===== src/rtl/svc_rv_idex.sv =====
// Decode-to-execute pipeline register for the RV32I core: operand forwarding,
// ALU operand select, load-use hazard detection and valid/ready handshake.
module svc_rv_idex #(
    parameter int XLEN = 32
) (
    input  logic            clk,
    input  logic            rst,
    input  logic            flush,

    input  logic            id_valid,
    output logic            id_ready,
    input  logic [XLEN-1:0] id_pc,
    input  logic [4:0]      id_rs1,
    input  logic [4:0]      id_rs2,
    input  logic            id_rs1_used,
    input  logic            id_rs2_used,
    input  logic [XLEN-1:0] id_rs1_data,
    input  logic [XLEN-1:0] id_rs2_data,
    input  logic [XLEN-1:0] id_imm,
    input  logic [4:0]      id_rd,
    input  logic            id_reg_write,
    input  logic            id_is_load,
    input  logic [2:0]      id_alu_op,
    input  logic [1:0]      id_a_sel,
    input  logic            id_b_sel,

    input  logic [XLEN-1:0] ex_result,
    input  logic            mem_valid,
    input  logic            mem_reg_write,
    input  logic [4:0]      mem_rd,
    input  logic [XLEN-1:0] mem_data,
    input  logic            wb_valid,
    input  logic            wb_reg_write,
    input  logic [4:0]      wb_rd,
    input  logic [XLEN-1:0] wb_data,

    output logic            ex_valid,
    input  logic            ex_ready,
    output logic [XLEN-1:0] ex_pc,
    output logic [XLEN-1:0] ex_alu_a,
    output logic [XLEN-1:0] ex_alu_b,
    output logic [2:0]      ex_alu_op,
    output logic [XLEN-1:0] ex_rs2_data,
    output logic [4:0]      ex_rd,
    output logic            ex_reg_write,
    output logic            ex_is_load
);

    logic            advance;
    logic            hazard;
    logic            xfer;
    logic            ex_fwd_ok;
    logic            ex_load_ok;
    logic [XLEN-1:0] rs1_fwd;
    logic [XLEN-1:0] rs2_fwd;
    logic [XLEN-1:0] alu_a_next;
    logic [XLEN-1:0] alu_b_next;

    assign ex_fwd_ok  = ex_valid && ex_reg_write && !ex_is_load;
    assign ex_load_ok = ex_valid && ex_reg_write && ex_is_load && (ex_rd != 5'd0);

    assign hazard   = ex_load_ok && ((id_rs1_used && (id_rs1 == ex_rd)) ||
                                     (id_rs2_used && (id_rs2 == ex_rd)));
    assign advance  = !ex_valid || ex_ready;
    assign id_ready = advance && !hazard && !flush;
    assign xfer     = id_valid && id_ready;

    // Priority EX > MEM > WB > regfile; x0 always takes the regfile value.
    function automatic logic [XLEN-1:0] forward(input logic [4:0]      rs,
                                                input logic [XLEN-1:0] rf,
                                                input logic            ex_ok,
                                                input logic [4:0]      erd,
                                                input logic [XLEN-1:0] eres,
                                                input logic            m_ok,
                                                input logic [4:0]      mrd,
                                                input logic [XLEN-1:0] mdat,
                                                input logic            w_ok,
                                                input logic [4:0]      wrd,
                                                input logic [XLEN-1:0] wdat);
        logic [XLEN-1:0] r;
        r = rf;
        if (rs != 5'd0) begin
            if (ex_ok && (erd == rs))
                r = eres;
            else if (m_ok && (mrd == rs))
                r = mdat;
            else if (w_ok && (wrd == rs))
                r = wdat;
        end
        return r;
    endfunction

    always_comb begin
        rs1_fwd = forward(id_rs1, id_rs1_data, ex_fwd_ok, ex_rd, ex_result,
                          mem_valid && mem_reg_write, mem_rd, mem_data,
                          wb_valid && wb_reg_write, wb_rd, wb_data);
        rs2_fwd = forward(id_rs2, id_rs2_data, ex_fwd_ok, ex_rd, ex_result,
                          mem_valid && mem_reg_write, mem_rd, mem_data,
                          wb_valid && wb_reg_write, wb_rd, wb_data);
    end

    always_comb begin
        alu_a_next = '0;
        case (id_a_sel)
            2'd0:    alu_a_next = rs1_fwd;
            2'd1:    alu_a_next = id_pc;
            default: alu_a_next = '0;
        endcase
        alu_b_next = id_b_sel ? id_imm : rs2_fwd;
    end

    always_ff @(posedge clk) begin
        if (rst) begin
            ex_valid     <= 1'b0;
            ex_pc        <= '0;
            ex_alu_a     <= '0;
            ex_alu_b     <= '0;
            ex_alu_op    <= '0;
            ex_rs2_data  <= '0;
            ex_rd        <= '0;
            ex_reg_write <= 1'b0;
            ex_is_load   <= 1'b0;
        end else if (flush) begin
            ex_valid <= 1'b0;
        end else if (xfer) begin
            ex_valid     <= 1'b1;
            ex_pc        <= id_pc;
            ex_alu_a     <= alu_a_next;
            ex_alu_b     <= alu_b_next;
            ex_alu_op    <= id_alu_op;
            ex_rs2_data  <= rs2_fwd;
            ex_rd        <= id_rd;
            ex_reg_write <= id_reg_write;
            ex_is_load   <= id_is_load;
        end else if (advance) begin
            ex_valid <= 1'b0;
        end
    end

endmodule


===== config.mk =====
export PLATFORM = sky130hd
export DESIGN_NAME = svc_rv_idex
export DESIGN_NICKNAME = d
export VERILOG_FILES = /design/src/rtl/svc_rv_idex.sv
export SDC_FILE = /design/constraint.sdc
export NUM_CORES = 1
export LEC_CHECK = 0
export ABC_AREA = 1
export CORE_MARGIN = 2
export CORE_UTILIZATION = 40
export DETAILED_ROUTE_END_ITERATION = 16
export PLACE_DENSITY = 0.78
export SLEW_MARGIN = 25
export SYNTH_ARGS = -nofsm -noshare
export SYNTH_HDL_FRONTEND = slang
export SYNTH_SLANG_ARGS = --single-unit
export TNS_END_PERCENT = 100

===== constraint.sdc =====
create_clock -name clk -period 1.57 [get_ports clk]
set_input_delay 0.314 -clock clk [delete_from_list [all_inputs] [get_ports clk]]
set_output_delay 0.314 -clock clk [all_outputs]
set_load 0.02 [all_outputs]

; Yosys cells after proc, flatten, opt, wreduce, memory -nomap -nowiden
; Index checks and enable logic that the tools add are counted.
[classes]
reduce_logical = 31
mux = 12
n_mul = 0
bitwise_logic = 1
div_mod_pow = 0
n_lt_le_gt_ge = 0
add_sub_neg = 0
eq_ne = 9
shifts = 0
[ops]
columns = operator, n
row1 = 2-to-1 mux 32 bit, 9
row2 = case mux 32 bit (2 select lines), 1
row3 = equality test 5 bit, 8
row4 = logical AND 1 bit, 18
row5 = nonzero test 5 bit, 3
row6 = zero test 1 bit, 4
row7 = equality test 2 x 1 -> 1 bit (second input constant), 1
row8 = zero test 2 bit, 1
row9 = logical OR 1 bit, 2
row10 = 2-to-1 mux 1 bit, 2
row11 = AND reduction 2 bit, 1
row12 = nonzero test 2 bit, 1
row13 = OR reduction 2 bit, 1
row14 = inverter 1 bit, 1
[word_totals]
inputBits = 268
rom_bits = 0
n_memories = 0
mem_bits_rw = 0
register_bits = 139
latchBits = 0

; Logic depth before layout (Yosys ltp)
; Gate-level depths: netlist of run 1.
[depth]
word_depth = 9
mapped_depth = 15
mapped_depth_nobuf = 14

; Least setup slack after synthesis of run 1
; No wires, ideal clock.
[synth_path]
path_kind = register -> register
startpoint = reg ex_rd[3]
endpoint = reg ex_rs2_data[28]
stages_incl_launch_ff = 14
n_path_buf = 2
path_slack_ns = -0.208
arrival_time_ns = 1.661
setup_ns = 0.117
required_time_ns = 1.453
cell_sequence = dfxtp_1 > inv_1 > nand2_1 > nand2_1 > nor2_2 > nand4_1 > nand2_1 > nand2_1 > nand3_2 > inv_2 > buf_4 > buf_2 > o21ai_0 > nor2_1
[synth_via]
elab_chain_len = 9
elab_cells_between_ends = 17
classes_between = eq/ne (3) / mux (2) / reduce/logical (12)
[synth_rtl]
columns = item, line
row1 = "start, declared", 44  ; output logic [4:0] ex_rd,
row2 = "start signal, assigned", 132  ; ex_rd <= id_rd;
row3 = equality test 5 bit (on tied branches), "62, 63, 83"
row4 = logical AND 1 bit (on tied branches), "62, 63"
row5 = logical OR 1 bit, 62  ; assign hazard = ex_load_ok && ((id_rs1_used && (id_rs1 == ex_rd)) ||
row6 = logical AND 1 bit, 62
row7 = zero test 1 bit, 65  ; assign id_ready = advance && !hazard && !flush;
row8 = logical AND 1 bit (2 in a row), 65
row9 = logical AND 1 bit, 66  ; assign xfer = id_valid && id_ready;
row10 = AND reduction 2 bit (no source line), n/a
row11 = "end signal, assigned", 131  ; ex_rs2_data <= rs2_fwd;
row12 = "end, declared", 43  ; output logic [XLEN-1:0] ex_rs2_data,
; Several ways; a longest one is shown, not always the timed one.
; A chain may end at the register's enable or synchronous reset.

; Worst setup path in the final report of run 1
[layout_path]
startpoint = reg ex_rd[3]
endpoint = reg ex_pc[27]
[layout_via]
elab_chain_len = 9
elab_cells_between_ends = 13
classes_between = eq/ne (2) / reduce/logical (11)
[layout_rtl]
columns = item, line
row1 = equality test 5 bit (on tied branches), "62, 63"
row2 = logical AND 1 bit (on tied branches), "62, 63"
row3 = logical OR 1 bit, 62
row4 = logical AND 1 bit *, 62
row5 = zero test 1 bit *, 65
row6 = logical AND 1 bit * (2 in a row), 65
row7 = logical AND 1 bit *, 66
row8 = AND reduction 2 bit (no source line) *, n/a
row9 = "end signal, assigned", 127  ; ex_pc <= id_pc;
row10 = "end, declared", 39  ; output logic [XLEN-1:0] ex_pc,
; Mark *: on every way between the ends. The rest lies on a longest branch, timed or not.

==> impl_metrics.sql, run 1 <==
INSERT INTO impl_metrics (metric_group, metric, value, unit) VALUES
('pwr', 'max-vdd-ir-drop', '0.6045', 'mV'),
('hold_path', 'min-delay-path-class', 'in2reg', ''),
('routing', 'route.vias.total', '13564', ''),
('critical_path', 'worst_path_max_delay_cell', 'dfxtp_4', ''),
('critical_path', 'cp.buffers_inverters', '6', ''),
('logic_synthesis', 'synth.largest_area_cell', 'dfxtp_1', ''),
('logic_synthesis', 'postSynthAreaPerCell', '5.616', 'um^2'),
('final_layout', 'final_cells', '2582', ''),
('routing', 'routedWlPerCell', '18.60', 'um'),
('clock_network', 'cts_htree_levels', '4', ''),
('run', 'cap_viol_max_count', '0', ''),
('logic_synthesis', 'yosys-top-cells-area', 'dfxtp_1 28%, nand2_1 23%, inv_1 7.2%', ''),
('grt', 'antenna_found_initial', '12', ''),
('final_layout', 'area_delta_synth_final', '72.44', '%'),
('grt', 'grt_first_pass_wirelength', '69.16', 'mm'),
('sta', 'tightest_slew', '404.2', 'ps'),
('clock_network', 'clk_path_buf_depth', '2', ''),
('grt', 'gr-usage-all-layers', '33.36', '%'),
('critical_path', 'worst_setup_path_class', 'reg2reg', ''),
('floorplanning', 'die_w', '162.7', 'um'),
('logic_synthesis', 'syn-instance-count', '1793', ''),
('sta', 'timing.final.setup_violations', '140', ''),
('routing', 'totalWireLength', '48.02', 'mm'),
('clock_network', 'clock_sinks', '139', ''),
('sta', 'relSlewSlack', '73.05', '%'),
('place', 'globalplace.congestion', '1.001', ''),
('floorplanning', 'placeableCoreArea', '24960', 'um^2'),
('floorplanning', 'floorplan.die.height', '162.7', 'um'),
('clock_network', 'clkTransAtPathRegs', '70', 'ps'),
('sta', 'finalCriticalPeriod', '2018', 'ps'),
('critical_path', 'critical_path_arrival', '2370', 'ps'),
('sta', 'achievable-frequency', '495.4', 'MHz'),
('critical_path', 'timing.reg2reg.worst_path_depth', '12', ''),
('place', 'dp_hpwl', '33.90', 'mm'),
('logic_synthesis', 'synth-seq-area-share', '27.63', '%'),
('floorplanning', 'std_cell_rows', '58', ''),
('final_layout', 'post_route_cells_drive_above_1_share', '16.56', '%'),
('final_layout', 'layout.cells.most_common', 'nand2_1', ''),
('final_layout', 'layout.nets', '2496', ''),
('routing', 'remaining_drc_errors', '0', ''),
('sta', 'setup_slack', '-448.4', 'ps'),
('sta', 'final_min_period_over_clock_period', '128.6', '%'),
('place', 'preCtsSetupSlack', '-921.6', 'ps'),
('logic_synthesis', 'netlist_area', '10070', 'um^2'),
('final_layout', 'layout.cells.most_common_list', '549 x nand2_1, 254 x clkdlybuf4s50_1, 180 x inv_1, 146 x nor2_1, 132 x dfxtp_1', ''),
('clock_network', 'ctsRootBufferMaster', 'clkbuf_16', ''),
('place', 'placed_cells', '2501', ''),
('logic_synthesis', 'synthDistinctLibCells', '31', ''),
('critical_path', 'end_kind', 'register', ''),
('logic_synthesis', 'net_count_after_synthesis', '2061', ''),
('critical_path', 'cpPeakStageDelay', '360', 'ps'),
('critical_path', 'startpoint_type', 'register', ''),
('critical_path', 'cp_cell_sequence', 'inv_2 > nand4_1 > o21ai_1 > inv_1 > nand2_2 > buf_6 > nand3_4 > inv_8 > buf_12 > buf_4 > nand2_1 > a21oi_1', ''),
('logic_synthesis', 'ys.warnings.count', '0', ''),
('routing', 'via_per_inst', '5.253', ''),
('pwr', 'power.static_leakage', '9.709', 'nW'),
('floorplanning', 'fp.dieArea', '26460', 'um^2'),
('status', 'failed_checks', 'negative setup slack', ''),
('critical_path', 'cp.required', '1920', 'ps'),
('status', 'run_status', 'complete, but fails checks', ''),
('hold_path', 'min_delay_worst_endpoint', 'ex_pc[10]$_SDFFE_PP0P_', ''),
('grt', 'largest_net_degree_at_the_start_of_global_routing', '80', ''),
('hold_path', 'worstHoldPathCells', '3', ''),
('grt', 'grt_pass1_vias', '12409', ''),
('clock_network', 'cts_tree', 'done', ''),
('critical_path', 'critPathTopFamily', 'buffers and inverters', ''),
('hold_path', 'hold_path_startpoint', 'rst', ''),
('critical_path', 'r2r_start', 'ex_rd[3]$_SDFFE_PP0P_', ''),
('routing', 'number_of_nets_with_antenna_violations_after_routing', '0', ''),
('floorplanning', 'io-pin-count', '408', ''),
('clock_network', 'tritoncts.num_buffers', '17', '');
-- cell type report --
type                            count  area, um^2
Fill cell                        2126        7600
Multi-Input combinational cell   1307        6546
Timing Repair Buffer              544        6151
Sequential cell                   139        2804
Inverter                          217       833.3
Clock buffer                       18       439.2
Tap cell                          330       412.9
Clock inverter                     14       133.9
Antenna cell                       11       27.53
Timing Repair inverter              2       16.27
-- stage by stage --
step / util, % / TNS, ps / hold slack (ps) / cell area, um^2
final: 69.56 / -49740 / 369.9 / 17360
after global routing: 69.55 / -61110 / 367.6 / 17360
after CTS: 65.28 / -54860 / 319.3 / 16300
after detailed placement: 60.54 / -115150 / 455.4 / 15110
after global placement: 60.54 / -111300 / 447.3 / 15110
after floorplan: - / -349.6 / 385.0 / 10160
-- flip-flops by register name (all words and copies together) (netlist names) --
signal,cells
ex_alu_a,32
ex_is_load,1
ex_pc,32
ex_rd,5
ex_rs2_data,32
ex_reg_write,1
ex_alu_b,32
ex_alu_op,3
ex_valid,1
-- cells in the mapped netlist (all sizes together) --
master,number
a21oi,141
nand4,81
o21a,10
nor3,1
o22ai,2
dfxtp,139
o21bai,10
clkbuf,69
o21ai,105
a211oi,1
nand2,629
nor2,163
xor2,3
nand3,113
nand3b,42
xnor2,2
buf,61
clkinv,12
inv,205
or2,2
and3,2
-- worst min-delay path, stage by stage --
cell	delay (ps)
buf_2	130
buf_4	250
a21oi_2	40
-- timing repair --
item,CTS,global route
cloned,13,14
resized for setup,178,271
endpoints found under the setup margin,279,235
buffers inserted,7,8
pin swaps,50,82
-- how the worst max path moves through the flow --
stage	start	end	slack [ps]	depth (start not counted)
finish	ex_rd[3]$_SDFFE_PP0P_	ex_pc[27]$_SDFFE_PP0P_	-450	12
global route	mem_rd[2]	ex_alu_a[17]$_SDFFE_PP0P_	-530	14
CTS	ex_rd[3]$_SDFFE_PP0P_	id_ready	-400	10
detailed placement	id_rs2[0]	id_ready	-920	11
global placement	id_rs2[0]	id_ready	-910	11
floorplan	ex_rd[1]$_SDFFE_PP0P_	ex_alu_b[25]$_SDFFE_PP0P_	-10	15
-- cell families (layout without fill, tap and decap cells) --
| logic type | count (synthesis) | in the layout | synth area share (%) |
|---|---|---|---|
| xor gates and xnor gates | 5 | 5 | 0.4350 |
| AOI/OAI and AO/OA | 269 | 269 | 13.99 |
| DFF | 139 | 139 | 27.63 |
| buffers and inverters | 347 | 795 | 13.98 |
| other | 0 | 11 | 0 |
| and+or+nand+nor | 1033 | 1033 | 43.96 |
-- layer usage --
| metal | vias to the layer above | wire length (um) | part of all wire [%] | global-route usage [%] |
|---|---|---|---|---|
| met1 | 6163 | 19300 | 40 | 43.50 |
| met3 | 120 | 4076 | 8.5 | 6.010 |
| met5 | - | 12 | 0.025 | 0 |
| met4 | 2 | 2023 | 4.2 | 14.64 |
| met2 | 704 | 22610 | 47 | 54.06 |
| li1 | 6575 | - | - | - |
-- where the power goes --
group          leakage [nW]  total [W]  internal [W]  switching [W]
Combinational          8.28    0.00349       0.00166        0.00183
Clock                 0.281    0.00408       0.00227        0.00181
Sequential             1.14    0.00385       0.00373       0.000124
No activity file was read; power rests on OpenSTA's default activity.
==> inputs of run 2 (changes only) <==
--- a/config.mk
+++ b/config.mk
@@ -9,6 +9,7 @@
 export CORE_MARGIN = 2
 export CORE_UTILIZATION = 40
 export DETAILED_ROUTE_END_ITERATION = 16
+export GPL_TIMING_DRIVEN = 0
 export PLACE_DENSITY = 0.78
 export SLEW_MARGIN = 25
 export SYNTH_ARGS = -nofsm -noshare
==> run 2 against run 1 <==
Against the previous run: the run still ends with negative setup slack left; worst hold slack improved by 59 ps; die area did not move; clock power rose by 5%; cell count rose by 1.8%; sequential power barely moved; count of clock-buffer cells in the layout rose by 1; setup slack improved by 3.4 ps; global-route usage rose by 2.0 points; critical path type unchanged; highest routed layer unchanged.
==> impl_metrics.sql, run 2 (synthesis gave the netlist of run 1 again) <==
INSERT INTO impl_metrics (metric_group, metric, value, unit) VALUES
('routing', 'number_of_nets_with_antenna_violations_after_routing', '0', ''),
('sta', 'relSlewSlack', '41.93', '%'),
('floorplanning', 'placeableCoreArea', '24960', 'um^2'),
('sta', 'final-hold-violation-count', '0', ''),
('sta', 'number_of_slew_limit_violations_in_the_final_report', '0', ''),
('critical_path', 'critical_path_arrival', '2360', 'ps'),
('sta', 'setup_slack', '-445.1', 'ps'),
('sta', 'timing.final.setup_violations', '140', ''),
('pwr', 'totalPowerFinal', '0.01170', 'W'),
('final_layout', 'layout.nets', '2545', ''),
('hold_path', 'worstHoldPathCells', '3', ''),
('status', 'run_status', 'complete, but fails checks', ''),
('critical_path', 'cp.required', '1920', 'ps'),
('grt', 'overflow', '0', ''),
('floorplanning', 'die_w', '162.7', 'um'),
('floorplanning', 'floorplan.die.height', '162.7', 'um'),
('routing', 'routedLengthMet1', '20.02', 'mm'),
('status', 'failed_checks', 'negative setup slack', ''),
('routing', 'wire_length_on_met3', '4.533', 'mm'),
('pwr', 'power.static_leakage', '10.22', 'nW'),
('critical_path', 'timing.reg2reg.worst_path_depth', '12', ''),
('sta', 'finalCriticalPeriod', '2015', 'ps'),
('critical_path', 'path_max_fanout', '10', ''),
('clock_network', 'cts_htree_levels', '4', ''),
('clock_network', 'number_of_buffers_inserted_by_hold_repair_at_cts', '0', ''),
('routing', 'route.vias.total', '13802', ''),
('grt', 'grt_pass1_vias', '12880', ''),
('routing', 'totalWireLength', '51.37', 'mm'),
('critical_path', 'reg2reg_slack', '-450', 'ps'),
('grt', 'grt_first_pass_wirelength', '71.92', 'mm'),
('place', 'globalplace.congestion', '0.9939', ''),
('routing', 'route.top_layer_used', 'met5', ''),
('critical_path', 'r2r_start', 'ex_rd[4]$_SDFFE_PP0P_', ''),
('sta', 'fin_worst_skew', '13.66', 'ps'),
('floorplanning', 'initial_core_util', '40.34', '%'),
('pwr', 'power-per-cell-area', '671.1', 'nW/um^2'),
('hold_path', 'min-delay-path-class', 'in2reg', ''),
('sta', 'grt_setup_unrepaired', 'true', ''),
('clock_network', 'ctsRootBufferMaster', 'clkbuf_16', ''),
('grt', 'gr-usage-all-layers', '35.39', '%'),
('routing', 'via_per_inst', '5.252', ''),
('critical_path', 'worst_setup_path_class', 'reg2reg', ''),
('critical_path', 'end_kind', 'register', ''),
('clock_network', 'clock_sinks', '139', ''),
('hold_path', 'hold_path_startpoint', 'id_b_sel', ''),
('clock_network', 'clk_path_buf_depth', '2', ''),
('critical_path', 'startpoint_type', 'register', ''),
('grt', 'antenna_found_initial', '9', ''),
('run', 'cap_viol_max_count', '0', ''),
('final_layout', 'area_delta_synth_final', '73.20', '%'),
('sta', 'setup_total_negative_slack', '-49100', 'ps'),
('routing', 'routedWlPerCell', '19.55', 'um'),
('grt', 'largest_net_degree_at_the_start_of_global_routing', '17', ''),
('routing', 'drt-initial-drc-count', '1327', ''),
('clock_network', 'worst_skew_pair.late_latency', '430', 'ps'),
('sta', 'achievable-frequency', '496.3', 'MHz'),
('hold_path', 'min_delay_worst_endpoint', 'ex_alu_b[31]$_SDFFE_PP0P_', ''),
('place', 'port_buffers', '405', ''),
('final_layout', 'layout.cells.most_common', 'nand2_1', ''),
('floorplanning', 'fp.dieArea', '26460', 'um^2'),
('clock_network', 'tritoncts.num_buffers', '17', ''),
('sta', 'final_min_period_over_clock_period', '128.3', '%'),
('pwr', 'max-vdd-ir-drop', '0.5616', 'mV'),
('clock_network', 'cts_tree', 'done', ''),
('sta', 'tightest_slew', '871.0', 'ps'),
('floorplanning', 'io-pin-count', '408', ''),
('routing', 'remaining_drc_errors', '0', ''),
('critical_path', 'regToRegEndpoint', 'ex_pc[1]$_SDFFE_PP0P_', ''),
('routing', 'met2RoutedLength', '24.73', 'mm'),
('final_layout', 'layout.cells.most_common_list', '585 x nand2_1, 246 x clkdlybuf4s50_1, 186 x inv_1, 147 x nor2_1, 140 x dlymetal6s2s_1', ''),
('final_layout', 'post_route_cells_drive_above_1_share', '16.16', '%'),
('final_layout', 'final_cells', '2628', ''),
('place', 'dp_hpwl', '38.50', 'mm'),
('clock_network', 'clkTransAtPathRegs', '70', 'ps'),
('routing', 'firstDrtPassIters', '6', ''),
('floorplanning', 'std_cell_rows', '58', ''),
('place', 'placed_cells', '2528', '');
[run 2: cell types whose count changed in the layout (fill, tap and decap cells not counted), moves of 14 or more]
cell / delta
dlymetal6s2s_1: +44
dlygate4sd2_1: -38
clkbuf_1: +36
nand2_1: +36
a21oi_1: -21
a21oi_2: +21
o21ai_1: -21
nand2_2: -20
buf_4: -19
nand2_4: -16
clkbuf_2: +15
buf_12: -14
o21ai_2: +14
[run 2: layout make-up]
cell class                 count  area, um^2
inverter                     217       835.8
tap                          330       412.9
clock buffer                  19       442.9
timing repair inverter         1       7.507
sequential                   139        2804
fill                        2163        7523
clock inverter                13       155.1
timing repair buffer         463        5097
multi-input combinational   1308        6548
antenna                        8       20.02
buffer                       130        1117
[run 2: routing by layer]
metal | GRT usage, % | vias to the layer above
li1 | - | 6666
met1 | 44.34 | 6295
met2 | 59.23 | 714
met3 | 6.239 | 125
met4 | 16.45 | 2
met5 | 0 | -
[run 2: repair_timing]
item	in CTS	in global routing
gates resized for setup	258	313
setup buffers	28	12
endpoints found under the setup margin	279	277
gates cloned	8	12
pin swaps	27	53
[run 2: per-stage QoR]
step	worst slack (ps)	utilization [%]	hold slack [ps]	area, um^2
CTS	-399.8	65.08	404.9	16250
detailed placement	-1254	58.60	452.9	14630
finish	-445.1	69.86	429.1	17440
global route	-536.4	69.86	445.3	17440
floorplan	-14.02	-	385.0	10160
global placement	-1246	58.60	446.4	14630
[run 2: critical path, cell delays in order (launching register included)]
cell and delay (ps):
dfxtp_4 410, xor2_2 180, inv_2 60, nand4_1 110, nand2_2 80, nand2_4 120, nand3_4 130, buf_12 180
inv_8 90, clkbuf_16 180, buf_12 130, nand2_1 90, a21oi_2 150
[run 2: worst max path at each step]
stage	startpoint	to	slack (ps)	cells past startpoint
after floorplan	ex_rd[1]$_SDFFE_PP0P_	ex_alu_b[25]$_SDFFE_PP0P_	-10	15
after global placement	id_rs1[4]	ex_alu_a[23]$_SDFFE_PP0P_	-1250	13
after detailed placement	id_rs2[3]	ex_alu_b[10]$_SDFFE_PP0P_	-1250	13
after CTS	ex_rd[0]$_SDFFE_PP0P_	id_ready	-400	10
after global routing	ex_rd[4]$_SDFFE_PP0P_	ex_pc[17]$_SDFFE_PP0P_	-540	12
final	ex_rd[4]$_SDFFE_PP0P_	ex_pc[1]$_SDFFE_PP0P_	-450	12
[run 2: report_power, final]
group | internal, W | switching [W]
clock network | 0.00243 | 0.00184
registers | 0.00373 | 0.000140
logic | 0.00167 | 0.00190
